`src/rtl/seq_pattern_matcher.sv`:
```
// seq_pattern_matcher: serial bit-pattern detector with a runtime-programmable
// pattern of 1..PAT_W bits, overlapping/non-overlapping match modes and a
// saturating match counter.
// Optional feature macro: SEQ_LOCKOUT_EN -- when defined, the block enters a
// sticky LOCK state once match_cnt reaches MAX_MATCH (MAX_MATCH=0 disables it).
module seq_pattern_matcher #(
  parameter int PAT_W     = 8,
  parameter int LEN_W     = $clog2(PAT_W + 1),
  parameter int CNT_W     = 8,
  parameter int MAX_MATCH = 3
) (
  input  logic             clk,
  input  logic             rst,
  input  logic             pat_load,
  input  logic [PAT_W-1:0] pat_in,
  input  logic [LEN_W-1:0] pat_len,
  input  logic             ovl,
  input  logic             in_valid,
  input  logic             in,
  output logic             match,
  output logic [CNT_W-1:0] match_cnt,
  output logic             armed,
  output logic             locked
);

  typedef enum logic [1:0] {
    S_IDLE = 2'd0,
    S_RUN  = 2'd1,
    S_LOCK = 2'd2
  } state_e;

`ifdef SEQ_LOCKOUT_EN
  localparam bit LOCK_EN = 1'b1;
`else
  localparam bit LOCK_EN = 1'b0;
`endif

  localparam logic [LEN_W-1:0] LEN_ONE     = LEN_W'(1);
  localparam logic [LEN_W-1:0] LEN_MAX     = LEN_W'(PAT_W);
  localparam logic [LEN_W-1:0] LEN_ZERO    = {LEN_W{1'b0}};
  localparam logic [CNT_W-1:0] CNT_SAT     = {CNT_W{1'b1}};
  localparam logic [CNT_W-1:0] CNT_ONE     = CNT_W'(1);
  localparam logic [CNT_W-1:0] CNT_ZERO    = {CNT_W{1'b0}};
  localparam logic [CNT_W-1:0] MAX_MATCH_C = CNT_W'(MAX_MATCH);
  localparam logic [PAT_W-1:0] PAT_ZERO    = {PAT_W{1'b0}};
  localparam logic [PAT_W-1:0] PAT_ONE     = PAT_W'(1);
  // A threshold the saturating counter can never hold would never lock.
  localparam bit LOCK_REACHABLE = (MAX_MATCH > 0) && ((MAX_MATCH >> CNT_W) == 0);

  // Out-of-range lengths are clamped into 1..PAT_W.
  function automatic logic [LEN_W-1:0] clamp_len(input logic [LEN_W-1:0] len);
    logic [LEN_W-1:0] res;
    if (len == LEN_ZERO) begin
      res = LEN_ONE;
    end else if (len > LEN_MAX) begin
      res = LEN_MAX;
    end else begin
      res = len;
    end
    return res;
  endfunction

  // Mask selecting the low len bits of the history/pattern.
  function automatic logic [PAT_W-1:0] len_mask(input logic [LEN_W-1:0] len);
    logic [PAT_W-1:0] m;
    for (int i = 0; i < PAT_W; i++) begin
      m[i] = (i < int'(len));
    end
    return m;
  endfunction

  state_e           state_q, state_d;
  logic [PAT_W-1:0] hist_q, hist_d;
  logic [LEN_W-1:0] fill_q, fill_d;
  logic [PAT_W-1:0] pat_q, pat_d;
  logic [LEN_W-1:0] len_q, len_d;
  logic             match_q, match_d;
  logic [CNT_W-1:0] cnt_q, cnt_d;

  logic [PAT_W-1:0] hist_shift_s;
  logic [LEN_W-1:0] fill_inc_s;
  logic [CNT_W-1:0] cnt_inc_s;
  logic             hit_s;
  logic             lock_hit_s;
  logic             armed_s;
  logic             locked_s;

  // Hit detection on the post-shift history of an accepted beat.
  always_comb begin
    hist_shift_s = (hist_q << 1) | (in ? PAT_ONE : PAT_ZERO);
    if (fill_q >= LEN_MAX) begin
      fill_inc_s = fill_q;
    end else begin
      fill_inc_s = fill_q + LEN_ONE;
    end
    if (cnt_q == CNT_SAT) begin
      cnt_inc_s = cnt_q;
    end else begin
      cnt_inc_s = cnt_q + CNT_ONE;
    end
    hit_s = (state_q == S_RUN) && !pat_load && in_valid &&
            (fill_inc_s >= len_q) &&
            (((hist_shift_s ^ pat_q) & len_mask(len_q)) == PAT_ZERO);
    lock_hit_s = LOCK_EN && LOCK_REACHABLE && hit_s && (cnt_inc_s == MAX_MATCH_C);
  end

  // State register.
  always_ff @(posedge clk or posedge rst) begin
    if (rst) begin
      state_q <= S_IDLE;
    end else begin
      state_q <= state_d;
    end
  end

  // Next-state logic; LOCK is left only through rst.
  always_comb begin
    state_d = state_q;
    case (state_q)
      S_IDLE: begin
        if (pat_load) begin
          state_d = S_RUN;
        end else begin
          state_d = S_IDLE;
        end
      end
      S_RUN: begin
        if (pat_load) begin
          state_d = S_RUN;
        end else if (lock_hit_s) begin
          state_d = S_LOCK;
        end else begin
          state_d = S_RUN;
        end
      end
      S_LOCK: begin
        if (LOCK_EN) begin
          state_d = S_LOCK;
        end else begin
          state_d = S_IDLE;
        end
      end
      default: state_d = S_IDLE;
    endcase
  end

  // Datapath next values: load, shift, match pulse and saturating count.
  always_comb begin
    hist_d  = hist_q;
    fill_d  = fill_q;
    pat_d   = pat_q;
    len_d   = len_q;
    cnt_d   = cnt_q;
    match_d = 1'b0;
    case (state_q)
      S_IDLE, S_RUN: begin
        if (pat_load) begin
          pat_d  = pat_in;
          len_d  = clamp_len(pat_len);
          hist_d = PAT_ZERO;
          fill_d = LEN_ZERO;
          cnt_d  = CNT_ZERO;
        end else if (state_q == S_RUN && in_valid) begin
          if (hit_s) begin
            match_d = 1'b1;
            cnt_d   = cnt_inc_s;
            if (ovl) begin
              hist_d = hist_shift_s;
              fill_d = fill_inc_s;
            end else begin
              hist_d = PAT_ZERO;
              fill_d = LEN_ZERO;
            end
          end else begin
            hist_d = hist_shift_s;
            fill_d = fill_inc_s;
          end
        end else begin
          hist_d = hist_q;
        end
      end
      default: begin
        hist_d = hist_q;
      end
    endcase
  end

  // Datapath registers.
  always_ff @(posedge clk or posedge rst) begin
    if (rst) begin
      hist_q  <= PAT_ZERO;
      fill_q  <= LEN_ZERO;
      pat_q   <= PAT_ZERO;
      len_q   <= LEN_ONE;
      cnt_q   <= CNT_ZERO;
      match_q <= 1'b0;
    end else begin
      hist_q  <= hist_d;
      fill_q  <= fill_d;
      pat_q   <= pat_d;
      len_q   <= len_d;
      cnt_q   <= cnt_d;
      match_q <= match_d;
    end
  end

  // Status outputs decoded from the state register.
  always_comb begin
    armed_s = (state_q == S_RUN);
`ifdef SEQ_LOCKOUT_EN
    locked_s = (state_q == S_LOCK);
`else
    locked_s = 1'b0;
`endif
  end

  assign match     = match_q;
  assign match_cnt = cnt_q;
  assign armed     = armed_s;
  assign locked    = locked_s;

endmodule

```
`config.mk`:
```
export PLATFORM = sky130hd
export DESIGN_NAME = seq_pattern_matcher
export DESIGN_NICKNAME = d
export VERILOG_FILES = /design/src/rtl/seq_pattern_matcher.sv
export SDC_FILE = /design/constraint.sdc
export NUM_CORES = 1
export LEC_CHECK = 0
export CAP_MARGIN = 40
export CORE_MARGIN = 3
export CORE_UTILIZATION = 45
export CTS_BUF_LIST = sky130_fd_sc_hd__clkbuf_4
export DETAILED_ROUTE_END_ITERATION = 6
export GPL_ROUTABILITY_DRIVEN = 0
export PLACE_DENSITY = 0.7
export SLEW_MARGIN = 15
export SYNTH_ARGS = -nofsm -noshare
export SYNTH_HDL_FRONTEND = slang
export SYNTH_SLANG_ARGS = --single-unit
export TNS_END_PERCENT = 20
```
`constraint.sdc`:
```
create_clock -name clk -period 3.9 [get_ports clk]
set_clock_uncertainty 0.2 [all_clocks]
set_input_delay 0.78 -clock clk [delete_from_list [all_inputs] [get_ports clk]]
set_output_delay 0.78 -clock clk [all_outputs]
set_load 0.01 [all_outputs]
```
== Yosys cells after proc, flatten, opt, wreduce, memory -nomap -nowiden ==
Index checks and enable logic that the tools add are counted.
Word-level totals
  output and inout bits: 11
  flip-flop bits (word level): 34
Cells by class
  equal/unequal tests: 3
  reductions and logical operators: 15
  bitwise gates (word level): 3
  mux-type cells: 22
  order comparisons: 11
  $add $sub $neg: 2
Operators with widths (number)
  2-to-1 mux 8 bit: 4
  2-to-1 mux 4 bit: 7
  2-to-1 mux 7 bit: 4
  < comparator 3 x 4 -> 1 bit, first input constant: 4
  adder 8 x 1 -> 8 bit, second input constant: 1
  AND 8 bit: 1
  == test 8 bit, second input constant: 1
  logical NOT 8 bit: 1
  < comparator 1 x 4 -> 1 bit, first input constant: 2
  < comparator 2 x 4 -> 1 bit, first input constant: 2
  bitwise OR 8 x 1 -> 8 bit: 1
  bitwise XOR 8 bit: 1
  2-to-1 mux 1 bit: 6
  logical AND 1 bit: 5
  adder 4 x 1 -> 4 bit, second input constant: 1
  greater-or-equal comparator 4 bit: 1
  greater-or-equal comparator 4 bit, second input constant: 1
  greater-than comparator 4 bit, second input constant: 1
  logical NOT 4 bit: 1
  case mux 2 bit (2 select lines): 1
  AND reduction 2 bit: 2
  AND reduction 4 bit: 1
  nonzero test 2 bit: 2
  == test 2 x 1 -> 1 bit, second input constant: 1
  other kinds (4): 4

== Longest topological paths before layout ==
Gate-level depths: netlist (run 1).
  depth in word-level cells: 10
  depth in mapped cells: 10
  depth with buffers taken out: 10

== Least setup slack after synthesis (run 1) ==
Ideal clock, no wire load.
  path kind: register to register
  from: reg fill_q[0]
  to: reg cnt_q[4] (netlist: match_cnt[4])
  data arrival time: 2.328 ns
  slack: 1.232 ns
  cell stages (with the launch flop): 11
  buffers on the path: 1
  clock period less this slack: 2.668 ns
  path through: dfrtp_1 inv_1 ha_1 mux2_2 ha_1 a2111oi_0 nor4_1 nand3_1 buf_2 o311ai_0 o41ai_1
Between the ends
  word-level cells in the longest chain between the ends: 7
  elaborated cells between the ends (all ways): 8
  classes of those cells: add/sub: 1; order compare: 2; mux: 1; reduce/logical: 4
RTL lines
  start: declaration: RTL line 74  | logic [LEN_W-1:0] fill_q, fill_d;
  start signal: assignment: RTL line 199  | fill_q <= fill_d;
  adder 4 x 1 -> 4 bit or greater-or-equal comparator 4 bit (tied branches): RTL line 94, 91
  2-to-1 mux 4 bit (*): RTL line 91  | if (fill_q >= LEN_MAX) begin
  greater-or-equal comparator 4 bit (*): RTL line 102  | (fill_inc_s >= len_q) &&
  logical AND 1 bit (*): RTL line 101  | hit_s = (state_q == S_RUN) && !pat_load && in_valid &&
  logical AND 1 bit (*): RTL line 102
  nonzero test 2 bit (no source line) (*)
  AND reduction 4 bit (no source line) (*)
  end signal: assignment: RTL line 202  | cnt_q <= cnt_d;
  end: declaration: RTL line 78  | logic [CNT_W-1:0] cnt_q, cnt_d;
Mark *: on every way between the ends. The rest lies on a longest branch, timed or not.
A chain may end at the register's enable or synchronous reset.

== Worst setup path in the final report (run 1) ==
  from: reg fill_q[0]
  to: reg cnt_q[2] (netlist: match_cnt[2])
The elaborated chain is that of the path after synthesis.

==> results of run 1 <==
Yosys cell counts, types with 4 or more instances:
cell / number
dfrtp_1: 32
a22o_1: 10
inv_1: 10
mux2_2: 10
a21oi_1: 9
xnor2_1: 8
ha_1: 7
nand3_1: 7
o21ai_0: 6
clkbuf_1: 5
nand2_1: 5
and3_1: 4
nor2_1: 4
o22ai_1: 4
kinds of logic (layout without fill, tap and decap cells):
logic type,count (synthesis),in the layout,share of synthesized area
AO/OA/AOI/OAI,43,43,0.1775
XOR/XNOR,10,10,0.05178
adder cells (fa/ha/maj),7,7,0.05177
buffers and inverters,18,47,0.04290
flip-flops,33,33,0.4889
multiplexers,10,10,0.06657
other,1,1,0.002217
AND/OR/NAND/NOR,36,36,0.1183
cell type report:
| class | count | area (µm²) | area share |
|---|---|---|---|
| multi-input combinational | 107 | 792.0 | 0.3855 |
| clock buffer | 5 | 37.54 | 0.01827 |
| inverter | 10 | 37.54 | 0.01827 |
| tap | 46 | 57.56 | 0.02801 |
| sequential | 33 | 827.0 | 0.4026 |
| timing repair buffer | 29 | 285.3 | 0.1389 |
| clock inverter | 3 | 17.52 | 0.008526 |
worst max path at each step:
stage | startpoint | endpoint | slack (ns) | cells after the start
2_1_floorplan | fill_q[0]$_DFFE_PP0P_ | match_cnt[4]$_DFFE_PP0P_ | 1.23 | 10
3_3_place_gp | in | match_cnt[3]$_DFFE_PP0P_ | 0.77 | 7
3_5_place_dp | in | match_cnt[5]$_DFFE_PP0P_ | 0.69 | 7
4_1_cts | fill_q[0]$_DFFE_PP0P_ | match_cnt[2]$_DFFE_PP0P_ | 0.71 | 10
5_1_grt | fill_q[0]$_DFFE_PP0P_ | match_cnt[2]$_DFFE_PP0P_ | 0.52 | 10
6_report | fill_q[0]$_DFFE_PP0P_ | match_cnt[2]$_DFFE_PP0P_ | 0.72 | 10
worst reg2reg max path: cells and delay by family, from the launching register on:
kind / cells / cell delay [ns]
muxes: 2 / 0.62
and+or+nand+nor: 3 / 0.61
adders and majority gates: 2 / 0.56
DFF: 1 / 0.46
AOI/OAI and AO/OA: 1 / 0.36
buffers and inverters: 2 / 0.27
stage by stage:
step	hold WS [ns]	setup WS [ns]	total power (W)
finish	0.3332	0.7212	0.0006514
global route	0.3681	0.5153	0.0006865
CTS	0.3363	0.7133	0.0006613
detailed placement	0.3204	0.6860	0.0004745
global placement	0.3097	0.7699	0.0004705
floorplan	0.2904	1.232	0.0004374
routing by layer:
metal  GRT usage  routed length, µm  part of all wire
met5           0                  0                 0
met4     0.07595                 63             0.018
met3     0.04992                133             0.038
met2      0.2577               1612              0.46
met1      0.2540               1699              0.48
flip-flops by register name, summed over array words and instances (netlist names):
register   count
match          1
hist_q         7
len_q          4
fill_q         4
state_q        1
pat_q          8
match_cnt      8
where the power goes:
part           internal, W   total, W  switching [W]  leakage, nW
Clock            0.0000678   0.000184       0.000116       0.0310
Sequential        0.000358   0.000374      0.0000164        0.428
Combinational    0.0000497  0.0000931      0.0000434        0.428
==> flow_summary.ini, run 1 <==
[worst_setup_path]
start_kind = flop
cp_data_required_time_ns = 3.93
path_class = reg2reg
critPathTopFamily = multiplexers
rr_worst_depth = 10
slowest_stage = dfrtp_1
cp_num_buf_inv = 2
reg2reg_from = fill_q[0]$_DFFE_PP0P_
r2r_setup_slack_ns = 0.72
slowest_delay_ns = 0.46
cp_max_fo = 14
r2r_end = match_cnt[2]$_DFFE_PP0P_
end_kind = flop
path_cells = inv_1 > ha_1 > mux2_2 > ha_1 > a2111oi_0 > nor4_1 > nand3_1 > inv_1 > nand3_1 > mux2_2
cp.arrival_ns = 3.21

[synthesis]
synth_edf_count = 0
synth_cells = 158
seq_area_frac_synth = 0.4889
yosysWarnings = 0
synth.distinct_cells = 40
syn_nets = 183
avgSynthCellArea_um2 = 10.71
synth_seq_cells = 33
ys_async_sr_fraction = 1.000
yosysTopAreaCell = dfrtp_1
yosysTopAreaCellShare = 0.4734
synth_area_um2 = 1692
ys.flop_type = dfrtp_1
synthTopCellsByArea = dfrtp_1, mux2_2, a22o_1

[placement]
place_area_um2 = 1999
io_buffers = 27
hpwl_mm = 2.568
dp.cells = 225

[drt]
routed-via-count = 1329
firstDrtPassIters = 5
drt-initial-drc-count = 96
drt-total-wl_mm = 3.509
drc = 0
vias_per_cell = 5.704
antenna_left = 0
wl_per_cell_um = 15.06

[timing]
min_period_ns = 3.179
tns_ns = 0
rsz0062_at_grt = no
tightest_slew_ns = 0.8540
max_freq_mhz = 314.6
finalCritPeriodShare = 0.8151
setup_viol = 0
hold_viol_final = 0
timing.slew.headroom = 0.4306
drv_slew = 0

[worst_hold_path]
hold_depth = 2
min_from = len_q[0]$_DFFE_PP1P_
hp-class = reg2reg
holdPathEnd = len_q[0]$_DFFE_PP1P_

[flow_run]
cap_violations = 0

[clock_network]
postCtsResizedCells = 0
cts_setup_buffers = 0
cts.sinks = 33
htree_levels = 2
cts.path.max_buffers = 2
clk_pin_slew_ns = 0.10
cts_buffers = 5
cts_root_buffer = clkbuf_4
cts_tree = done
cts_hold_buf = 0
clkLatencyLatePin_ns = 0.34

[die]
fp.dieH_um = 67.31
die_w_um = 67.31
core_area_um2 = 3468
ioPinCount = 29
initial_core_util = 0.4877
rows = 21
design.die.area_um2 = 4531

[global_routing]
antenna_found_initial = 0
grt_pass1_vias = 1262
grt_pass1_wl_mm = 5.947
grt-ovfl-total = 0
grtUsageTotal = 0.1796
grt_max_degree = 34

[finish]
layout_commonest_cell = dfrtp_1
antenna_cells = 0
drive_gt1_frac = 0.1283
fillers = 323
final_util = 0.5924
syn_to_final_growth_pct = 21.45
nets = 211
final_cell_area_um2 = 2054
layout_common_cells = dfrtp_1, clkdlybuf4s50_1, mux2_2, inv_1, a22o_1
stdcell_count = 233

[pwr]
p_per_area_nw_per_um2 = 317.1
p_leak_nw = 0.8867
peakVddDrop_v = 0.0001966

[outcome]
outcome = completed
No activity file was read; power rests on OpenSTA's default activity.
==> run 2, diff against run 1 <==
Settings changed: PLACE_DENSITY 0.7 to 0.72.
Clock period 3.9 ns to 2.75 ns, I/O delays scaled along.
==> run 2 against run 1 <==
Effect of this change:
- the flow now finishes with violations (setup timing)
- hold slack improved by 0.011 ns
- clock power rose by 43%
- non-clock buffer count rose by 10
- maximum frequency rose by 14%
- flip-flop and latch count did not move
- count of clock-buffer cells in the layout did not move
- utilization rose by 4.9 points
- setup slack got worse by 0.76 ns
- power rose by 47%
- largest cell class is now multi-input combinational cells
- final cell count rose by 4.3%
- register-to-register slack got worse by 0.76 ns
- sequential power rose by 41%
==> flow_summary.ini, run 2 (synthesis results as in run 1) <==
[drt]
firstDrtPassIters = 4
routed-via-count = 1385
vias_per_cell = 5.700
drt-total-wl_mm = 3.776
drt-initial-drc-count = 58
wl_per_cell_um = 15.54
drc = 0
antenna_left = 0

[clock_network]
cts_buffers = 5
cts.path.max_buffers = 2
clkLatencyLatePin_ns = 0.35
cts_tree = done
clk_pin_slew_ns = 0.11
cts_root_buffer = clkbuf_4
cts.sinks = 33
htree_levels = 2

[finish]
fillers = 298
antenna_cells = 0
drive_gt1_frac = 0.2132
final_util = 0.6411
nets = 221
multi_input_area_um2 = 859.6
layout_commonest_cell = dfrtp_1
syn_to_final_growth_pct = 31.43
layout_common_cells = dfrtp_1, clkdlybuf4s50_1, a22o_1
regArea_um2 = 827.0

[timing]
drv_slew = 0
rsz0062_at_grt = yes
setup_slack_ns = -0.03747
timing.slew.headroom = 0.4537
setup_viol = 2
tightest_slew_ns = 0.8195
finalCritPeriodShare = 1.014
min_period_ns = 2.787
max_freq_mhz = 358.7
hold_viol_final = 0
tns_ns = -0.04208

[pwr]
peakVddDrop_v = 0.0003564
p_per_area_nw_per_um2 = 431.7
p_leak_nw = 0.9573

[die]
rows = 21
initial_core_util = 0.4877
design.die.area_um2 = 4531
die_w_um = 67.31
ioPinCount = 29
core_area_um2 = 3468
fp.dieH_um = 67.31

[flow_run]
cap_violations = 0

[global_routing]
grt_pass1_wl_mm = 5.858
grt-ovfl-total = 0
antenna_found_initial = 0
grtUsageTotal = 0.1794
grt_pass1_vias = 1296
grt_max_degree = 34

[worst_setup_path]
path_class = reg2reg
start_kind = flop
end_kind = flop
cp_data_required_time_ns = 2.81
cp.arrival_ns = 2.85
cp_max_fo = 7

[outcome]
violations = setup timing
outcome = finished, violations left

[placement]
io_buffers = 27
hpwl_mm = 2.639

[worst_hold_path]
hp-class = reg2reg
[run 2: cell count changes in the layout (fill, tap and decap cells not counted), sizes merged]
cell,delta
buf,+10
[run 2: critical path, cell delays in order (launching register included)]
cell and delay [ns]:
dfrtp_1 0.36, inv_1 0.05, ha_1 0.27, mux2_4 0.29
ha_4 0.25, a2111oi_4 0.37, nor4_2 0.09, nand3_1 0.10
buf_6 0.13, buf_6 0.12, inv_4 0.04, buf_6 0.11
and4b_1 0.18, nor3_1 0.15
[run 2: per-stage QoR]
stage | total power [W] | worst slack, ns | instance area, µm² | instances | hold slack (ns)
global placement | 0.0006752 | 0.01766 | 2057 | 231 | 0.3118
global route | 0.0009999 | -0.1637 | 2223 | 243 | 0.3504
detailed placement | 0.0006802 | -0.06170 | 2057 | 231 | 0.3130
finish | 0.0009599 | -0.03747 | 2223 | 243 | 0.3438
floorplan | 0.0006203 | 0.08191 | 1692 | 158 | 0.2904
CTS | 0.0009500 | 0.003798 | 2161 | 242 | 0.3335
[run 2: final timing paths]
kind	from	endpoint	slack [ns]	cells past startpoint
worst max-delay path	fill_q[1]$_DFFE_PP0P_	match_cnt[6]$_DFFE_PP0P_	-0.04	13
worst min-delay path	pat_q[6]$_DFFE_PP0P_	pat_q[6]$_DFFE_PP0P_	0.34	1
worst max register to register	fill_q[1]$_DFFE_PP0P_	match_cnt[6]$_DFFE_PP0P_	-0.04	13
worst min register to register	pat_q[6]$_DFFE_PP0P_	pat_q[6]$_DFFE_PP0P_	0.34	1
max in group asynchronous	rst	len_q[0]$_DFFE_PP1P_	1.65	3
min in group asynchronous	rst	len_q[1]$_DFFE_PP0P_	0.38	3
[run 2: power breakdown]
part,internal (W),leakage [nW],total (W),switching (W)
clock,0.0000962,0.0310,0.000263,0.000167
sequential,0.000507,0.428,0.000528,0.0000206
combinational,0.0000935,0.498,0.000168,0.0000748
total,0.000697,0.957,0.000960,0.000263
[run 2: area by class of cell]
type,count,area share
inverter,10,0.01801
timing repair buffer,39,0.1728
sequential,33,0.3720
tap,46,0.02589
clock inverter,3,0.007878
multi-input combinational,107,0.3866
clock buffer,5,0.01688
[run 2: what timing repair did]
| item | 4_1_cts | 5_1_grt |
|---|---|---|
| hold buffers | 0 | 0 |
| gates resized for setup | 6 | 12 |
| pin swaps | 6 | 7 |
| setup endpoints to repair | 2 | 19 |
| buffers inserted | 3 | 1 |
[run 2: metal layers]
metal,vias up,GRT usage,wire (µm)
met5,-,0,0
met4,0,0.08861,89
met3,10,0.03661,202
met2,39,0.2896,1827
met1,684,0.2289,1657
li1,652,-,-
==> run 3, diff against run 2 <==
Settings changed: PLACE_DENSITY 0.72 to 0.7.
==> run 3 against run 2 <==
Effect of this change:
- the flow still finishes with violations (setup timing)
- hold slack worse by 0.012 ns
- power up 1.5%
- maximum frequency up 1.1%
- critical path depth unchanged
- cell area up 1.9%
- combinational power up 4%
- wire length up 7.4%
- final cell count down 0.41%
- critical endpoint unchanged
==> flow_summary.ini, run 3 (synthesis results as in run 1) <==
[outcome]
outcome = finished, violations left
violations = setup timing

[global_routing]
grt-ovfl-total = 0
grtUsageTotal = 0.1855
antenna_found_initial = 0
grt_max_degree = 34
grt_pass1_vias = 1344
grt_pass1_wl_mm = 6.265

[placement]
hpwl_mm = 2.633
pre_cts_slack_ns = -0.04417
io_buffers = 27
dp.cells = 231

[drt]
drt-initial-drc-count = 104
antenna_left = 0
firstDrtPassIters = 5
wl_per_cell_um = 16.76
drc = 0
vias_per_cell = 5.769
routed-via-count = 1396
drt-total-wl_mm = 4.057

[finish]
layout_common_cells = dfrtp_1, clkdlybuf4s50_1, a22o_1
drive_gt1_frac = 0.2602
antenna_cells = 0
nets = 220
regArea_um2 = 827.0
syn_to_final_growth_pct = 33.95
stdcell_count = 242
multi_input_area_um2 = 912.1
fillers = 285
layout_commonest_cell = dfrtp_1

[timing]
min_period_ns = 2.756
rsz0062_at_grt = yes
finalCritPeriodShare = 1.002
setup_slack_ns = -0.006151
max_freq_mhz = 362.8
holdWs_ns = 0.3320
setup_viol = 2
hold_viol_final = 0
timing.slew.headroom = 0.4339
drv_slew = 0
tightest_slew_ns = 0.8492

[flow_run]
cap_violations = 0

[clock_network]
cts_root_buffer = clkbuf_4
cts.sinks = 33
clk_pin_slew_ns = 0.11
cts.path.max_buffers = 2
cts_tree = done
cts_buffers = 5
htree_levels = 2
cts_hold_buf = 0
clkLatencyLatePin_ns = 0.34

[worst_setup_path]
end_kind = flop
cp_max_fo = 7
path_class = reg2reg
start_kind = flop
cp.arrival_ns = 2.83
cp_data_required_time_ns = 2.82

[worst_hold_path]
hp-class = reg2reg

[die]
rows = 21
ioPinCount = 29
die_w_um = 67.31
design.die.area_um2 = 4531
fp.dieH_um = 67.31
core_area_um2 = 3468
initial_core_util = 0.4877

[pwr]
peakVddDrop_v = 0.0003248
p_leak_nw = 0.9727
p_per_area_nw_per_um2 = 429.8
## run 3: power by group
group / switching, W / total (W) / internal (W)
combinational: 0.0000800 / 0.000175 / 0.0000955
sequential: 0.0000209 / 0.000528 / 0.000507
clock: 0.000163 / 0.000270 / 0.000107
## run 3: cell type report
cell class              count  area share
repair buffers             38      0.1662
well taps                  46     0.02540
multi-input cells         107      0.4025
flip-flops and latches     33      0.3650
clock inverters             2    0.004417
clock buffers               6     0.01988
inverters                  10     0.01657
## run 3: path summary, 6_finish.rpt
kind | depth (start not counted) | slack (ns) | start | endpoint
min in group asynchronous | 3 | 0.39 | rst | match_cnt[0]$_DFFE_PP0P_
max | 13 | -0.006 | fill_q[1]$_DFFE_PP0P_ | match_cnt[6]$_DFFE_PP0P_
min reg2reg | 2 | 0.33 | len_q[0]$_DFFE_PP1P_ | len_q[0]$_DFFE_PP1P_
min | 2 | 0.33 | len_q[0]$_DFFE_PP1P_ | len_q[0]$_DFFE_PP1P_
max reg2reg | 13 | -0.006 | fill_q[1]$_DFFE_PP0P_ | match_cnt[6]$_DFFE_PP0P_
max in group asynchronous | 3 | 1.62 | rst | len_q[0]$_DFFE_PP1P_
## run 3: per-stage QoR
| step | area (µm²) | util | TNS [ns] | power [W] |
|---|---|---|---|---|
| floorplan | 1692 | - | 0 | 0.0006203 |
| global placement | 2057 | 0.5931 | 0 | 0.0006752 |
| detailed placement | 2057 | 0.5931 | -0.07449 | 0.0006811 |
| CTS | 2165 | 0.6241 | -0.005035 | 0.0009574 |
| global route | 2266 | 0.6533 | -1.466 | 0.001021 |
| finish | 2266 | 0.6533 | -0.009571 | 0.0009739 |
## run 3: critical path, cell delays in order, from the launching register on
cell and delay [ns]:
dfrtp_1 0.37, inv_1 0.05, ha_1 0.28, mux2_4 0.29, ha_4 0.25, a2111oi_4 0.31, nor4_1 0.09, nand3_1 0.11
buf_6 0.13, buf_6 0.11, inv_2 0.04, buf_6 0.11, and4b_1 0.19, nor3_2 0.14
## run 3: per-layer routing
metal,vias up,global-route usage,share of wire
li1,651,-,-
met1,694,0.2428,0.43
met2,42,0.3006,0.50
met3,9,0.04160,0.046
met4,0,0.06835,0.021
met5,-,0,0
## run 3: what timing repair did
item,CTS,global route
gates resized for setup,10,20
setup endpoints to repair,1,18
buffers inserted,2,1
pin swaps,5,13
hold endpoints to repair,0,0
